$ cat src/rtl/uart_rx_frame_ctrl.sv
// UART receive frame controller: majority-samples RX_IN at mid-bit, checks
// start/parity/stop and deserializes an LSB-first byte onto P_DATA.
//
//   state  | meaning
//   IDLE   | line idle, waiting for a low level on RX_IN
//   START  | start bit, rejected as a glitch if it samples high
//   DATA   | payload bits, shifted in LSB first
//   PARITY | parity bit, compared against the latched parity type
//   STOP   | stop bit, byte published here if the frame is clean
module uart_rx_frame_ctrl #(
  parameter int DATA_WIDTH = 8
) (
  input  logic                  CLK,
  input  logic                  RST,
  input  logic                  RX_IN,
  input  logic                  PAR_EN,
  input  logic                  PAR_TYP,
  input  logic [5:0]            Prescale,
  input  logic [4:0]            edge_cnt,
  input  logic [3:0]            bit_cnt,
  output logic                  edge_cnt_en,
  output logic [DATA_WIDTH-1:0] P_DATA,
  output logic                  data_valid,
  output logic                  par_err,
  output logic                  stp_err,
  output logic                  strt_glitch
);

  typedef enum logic [2:0] {IDLE, START, DATA, PARITY, STOP} state_t;

  state_t                state;
  logic [DATA_WIDTH-1:0] shift;
  logic                  s0, s1, s2;
  logic                  par_en_q, par_typ_q;

  logic [5:0] mid;
  logic [5:0] edge_w;
  logic       decide;
  logic       last_edge;
  logic       bit_val;
  logic       par_exp;

  assign mid       = {1'b0, Prescale[5:1]};
  assign edge_w    = {1'b0, edge_cnt};
  assign decide    = (edge_w == mid + 6'd2);
  assign last_edge = (edge_w == Prescale - 6'd1);
  assign bit_val   = (s0 & s1) | (s0 & s2) | (s1 & s2);
  // Odd parity expects the XNOR of the payload, i.e. XOR flipped by PAR_TYP.
  assign par_exp   = (^shift) ^ par_typ_q;

  assign edge_cnt_en = (state != IDLE);

  always_ff @(posedge CLK or negedge RST) begin
    if (!RST) begin
      s0 <= 1'b0;
      s1 <= 1'b0;
      s2 <= 1'b0;
    end else begin
      if (edge_w == mid - 6'd1) s0 <= RX_IN;
      if (edge_w == mid)        s1 <= RX_IN;
      if (edge_w == mid + 6'd1) s2 <= RX_IN;
    end
  end

  always_ff @(posedge CLK or negedge RST) begin
    if (!RST) begin
      state       <= IDLE;
      shift       <= '0;
      P_DATA      <= '0;
      data_valid  <= 1'b0;
      par_err     <= 1'b0;
      stp_err     <= 1'b0;
      strt_glitch <= 1'b0;
      par_en_q    <= 1'b0;
      par_typ_q   <= 1'b0;
    end else begin
      data_valid  <= 1'b0;
      strt_glitch <= 1'b0;
      case (state)
        IDLE: begin
          if (!RX_IN) begin
            state     <= START;
            par_err   <= 1'b0;
            stp_err   <= 1'b0;
            par_en_q  <= PAR_EN;
            par_typ_q <= PAR_TYP;
          end
        end
        START: begin
          if (decide && bit_val) begin
            strt_glitch <= 1'b1;
            state       <= IDLE;
          end else if (last_edge && bit_cnt == 4'd0) begin
            state <= DATA;
          end
        end
        DATA: begin
          if (decide) shift <= {bit_val, shift[DATA_WIDTH-1:1]};
          if (last_edge && bit_cnt == 4'(DATA_WIDTH))
            state <= par_en_q ? PARITY : STOP;
        end
        PARITY: begin
          if (decide) par_err <= (bit_val != par_exp);
          if (last_edge) state <= STOP;
        end
        STOP: begin
          // Leave mid-stop so a back-to-back start edge is not missed.
          if (decide) begin
            stp_err <= ~bit_val;
            if (bit_val && !par_err) begin
              P_DATA     <= shift;
              data_valid <= 1'b1;
            end
            state <= IDLE;
          end
        end
        default: state <= IDLE;
      endcase
    end
  end

endmodule

$ cat config.mk
export PLATFORM = sky130hd
export DESIGN_NAME = uart_rx_frame_ctrl
export DESIGN_NICKNAME = d
export VERILOG_FILES = /design/src/rtl/uart_rx_frame_ctrl.sv
export SDC_FILE = /design/constraint.sdc
export NUM_CORES = 1
export LEC_CHECK = 0
export BUFFER_PORTS_ARGS = -buffer_cell sky130_fd_sc_hd__clkbuf_2
export CAP_MARGIN = 20
export CORE_MARGIN = 1
export CORE_UTILIZATION = 45
export DETAILED_ROUTE_END_ITERATION = 10
export GPL_TIMING_DRIVEN = 1
export PLACE_DENSITY = 0.69
export SETUP_SLACK_MARGIN = 0.4
export SYNTH_ARGS = -nofsm -noshare
export SYNTH_HDL_FRONTEND = slang
export SYNTH_SLANG_ARGS = --single-unit
$ cat constraint.sdc
create_clock -name CLK -period 1.65 [get_ports CLK]
set_input_delay 0.2475 -clock CLK [delete_from_list [all_inputs] [get_ports CLK]]
set_output_delay 0.2475 -clock CLK [all_outputs]
set_load 0.02 [all_outputs]
==> impl_metrics.tcl <==
set metrics [dict create \
    synth_edf_count 0 \
    fin_nets 271 \
    post_drt_wl_per_cell_um 16.2 \
    violations "DRC, hold timing, setup timing" \
    antenna_found_initial 0 \
    drive_gt1_share_pct 58.2 \
    row_count 23 \
    synth_top_area_share_pct 37.2 \
    cts_buffers 3 \
    relSlewSlack_pct 54.1 \
    hpwl_um 3340 \
    die_y_um 66.7 \
    max_freq_mhz 542 \
    fin_crit_ns 1.85 \
    cap_viol_max_count 0 \
    status "complete, but fails checks" \
    fin_ws_ns -0.196 \
    die_x_um 66.7 \
    wl_um 4770 \
    route.met3.wl_um 85 \
    irDropWorstVdd_uv 336 \
    timing.hold.ws_ns -0.00260 \
    tritoncts "done" \
    n_antenna_cell 0 \
    rsz0062_at_grt "yes" \
    via_per_inst 5.38 \
    period_share_pct 112 \
    synth-seq-area-share_pct 37.2 \
    p_per_area_mw_per_mm2 738 \
    clockRootBuffer "clkbuf_8" \
    synthFlopType "dfrtp_1" \
    synth_cell_types 49 \
    instances_no_fill 294 \
    fin_skew_ns 0.00216 \
    ys_seq_elements 28 \
    p_leak_nw 1.36 \
    max_slew.worst_pin.slew_ns 0.689 \
    first_pass_iters 7 \
    die-area_sq_mm 0.00445 \
    clk_pin_slew_ns 0.09 \
    synthToLayoutAreaGrowth_pct 49.6 \
    synth.area.top_cells "dfrtp_1, mux2_4, xnor2_1, ha_1, xor2_1" \
    num-fill-cells 274 \
    critPathCaptureType "register" \
    htreeDepth 1 \
    synth_area_sq_mm 0.00189 \
    setup_violations 20 \
    yosysWarnings 0 \
    crit_type "input port to register" \
    avgSynthCellArea_sq_um 11.0 \
    wl_met2_um 2730 \
    port_buffers 32 \
    grt_max_degree 29 \
    hold_viol 8 \
    ant_nets 0 \
    required_ns 1.81 \
    grt-ovfl-total 0 \
    crit_fanout 4 \
    hold_buffers 0 \
    yosysTopAreaCell "dfrtp_1" \
    synth_commonest_cells "dfrtp_1, mux2_4, xnor2_1, nand2_1" \
    worstSetupStartpointType "input port" \
    hold_class "input port to asynchronous set/reset pin" \
    grtUsageTotal_pct 22.3 \
    fin_util_pct 70.5 \
    synthArstFlopShare_pct 100 \
    coreArea_sq_mm 0.00400 \
    arrival_ns 2.01 \
    place_congestion 0.893 \
    grt_pass1_wl_um 7400 \
    placed_area_sq_mm 0.00238 \
    wl_met1_um 1870 \
    reg_top3 "P_DATA: 8 flops, shift: 8 flops, state: 3 flops" \
    drc 2 \
    cts.sinks 28 \
    drtIter0Drc 91 \
    dp_cells 280 \
    cts.path.max_buffers 2 \
    stdcell_area_sq_mm 0.00282 \
    synth_most_common_cell "dfrtp_1" \
    clk_latency_ns 0.27 \
    highest_layer "met4" \
    finalPower_w 0.00208 \
    drv_slew 0 \
    start_util_pct 47.1 \
    grt_pass1_vias 1598 \
    ios 33 \
    vias 1582 \
    synthCells 171 \
    synth_nets 197 \
]
-- logic make-up after synthesis --
kind of cell	synth area share [%]
adder cells (fa/ha/maj)	4.51
AO/OA/AOI/OAI	10.4
XOR/XNOR	13.0
buffers and inverters	3.52
flip-flops	37.2
multiplexers	16.8
AND/OR/NAND/NOR	14.6
-- power by group --
group | leakage [nW] | internal, W | switching, W | total [W]
registers | 0.379 | 0.000754 | 0.0000452 | 0.000800
logic | 0.955 | 0.000443 | 0.000421 | 0.000864
clock network | 0.0288 | 0.000214 | 0.000205 | 0.000419
-- worst paths after layout --
kind	cells past startpoint	from	end	slack, ns
worst max register to register	5	state[0]$_DFFE_PN0P_	P_DATA[0]$_DFFE_PN0P_	-0.06
worst min-delay path	1	RST	shift[4]$_DFFE_PN0P_	-0.003
worst max-delay path	10	Prescale[2]	state[0]$_DFFE_PN0P_	-0.20
worst min register to register	1	P_DATA[4]$_DFFE_PN0P_	P_DATA[4]$_DFFE_PN0P_	0.52
min in group CLK	3	PAR_EN	par_en_q$_DFFE_PN0P_	0.18
max in group asynchronous	1	RST	par_typ_q$_DFFE_PN0P_	1.21
-- through the flow --
| step | TNS [ns] | hold slack, ns | setup slack (ns) |
|---|---|---|---|
| 3_3_place_gp | -11.35 | 0.308 | -0.597 |
| 3_5_place_dp | -12.40 | 0.322 | -0.627 |
| 6_report | -3.22 | -0.00260 | -0.196 |
| 4_1_cts | -3.17 | 0.0209 | -0.202 |
| 2_1_floorplan | -4.95 | -0.0481 | -0.283 |
| 5_1_grt | -3.93 | 0.0518 | -0.221 |
-- critical path, stage by stage --
cell and delay [ns]:
clkbuf_16 0.11, clkinvlp_4 0.11, ha_4 0.29, xnor2_2 0.11, and3_4 0.23, nand4_4 0.09
buf_4 0.15, buf_6 0.11, a311o_1 0.26, a211o_1 0.30
-- per-layer routing --
metal	GRT usage (%)	up-vias
li1	-	746
met1	24.4	792
met2	44.1	34
met3	1.54	10
met4	7.98	0
met5	0	-
-- final cells by class --
| cell class | count | area (sq um) | area share, % |
|---|---|---|---|
| clock buffers | 4 | 55.1 | 1.95 |
| well taps | 50 | 62.6 | 2.22 |
| flip-flops and latches | 28 | 701 | 24.8 |
| repair buffers | 74 | 552 | 19.6 |
| multi-input cells | 129 | 1410 | 49.8 |
| inverters | 9 | 45.0 | 1.60 |
-- layout by cell type, fill, tap and decap left out, types with 2 or more instances in the layout --
cell | netlist | routed
nand2_2 | 0 | 2
nor3_2 | 0 | 2
a211o_1 | 2 | 2
a2111oi_4 | 0 | 2
o31ai_4 | 0 | 2
xnor2_1 | 15 | 12
nand2_1 | 10 | 8
and3_4 | 0 | 2
inv_2 | 2 | 2
clkbuf_8 | 0 | 4
ha_4 | 0 | 4
nand2b_4 | 0 | 2
dfrtp_1 | 28 | 28
nand4_1 | 2 | 2
o21ai_0 | 4 | 3
mux2i_1 | 2 | 2
nand3_1 | 2 | 2
buf_4 | 1 | 32
nor2_1 | 5 | 4
or3_4 | 0 | 2
mux2_4 | 16 | 20
inv_1 | 7 | 5
nand3b_1 | 3 | 3
nor3_1 | 8 | 5
a31oi_1 | 2 | 2
clkbuf_2 | 0 | 28
xnor2_2 | 0 | 2
a21oi_1 | 4 | 3
xor2_1 | 8 | 8
buf_6 | 1 | 11
nand2b_1 | 6 | 4
-- timing repair --
| item | 4_1_cts | 5_1_grt |
|---|---|---|
| setup endpoints to repair | 29 | 29 |
| gates cloned | 1 | 0 |
| buffers inserted | 8 | 1 |
| gates resized for setup | 42 | 19 |
| pin swaps | 9 | 13 |
Power figures use the tool's default switching activity.
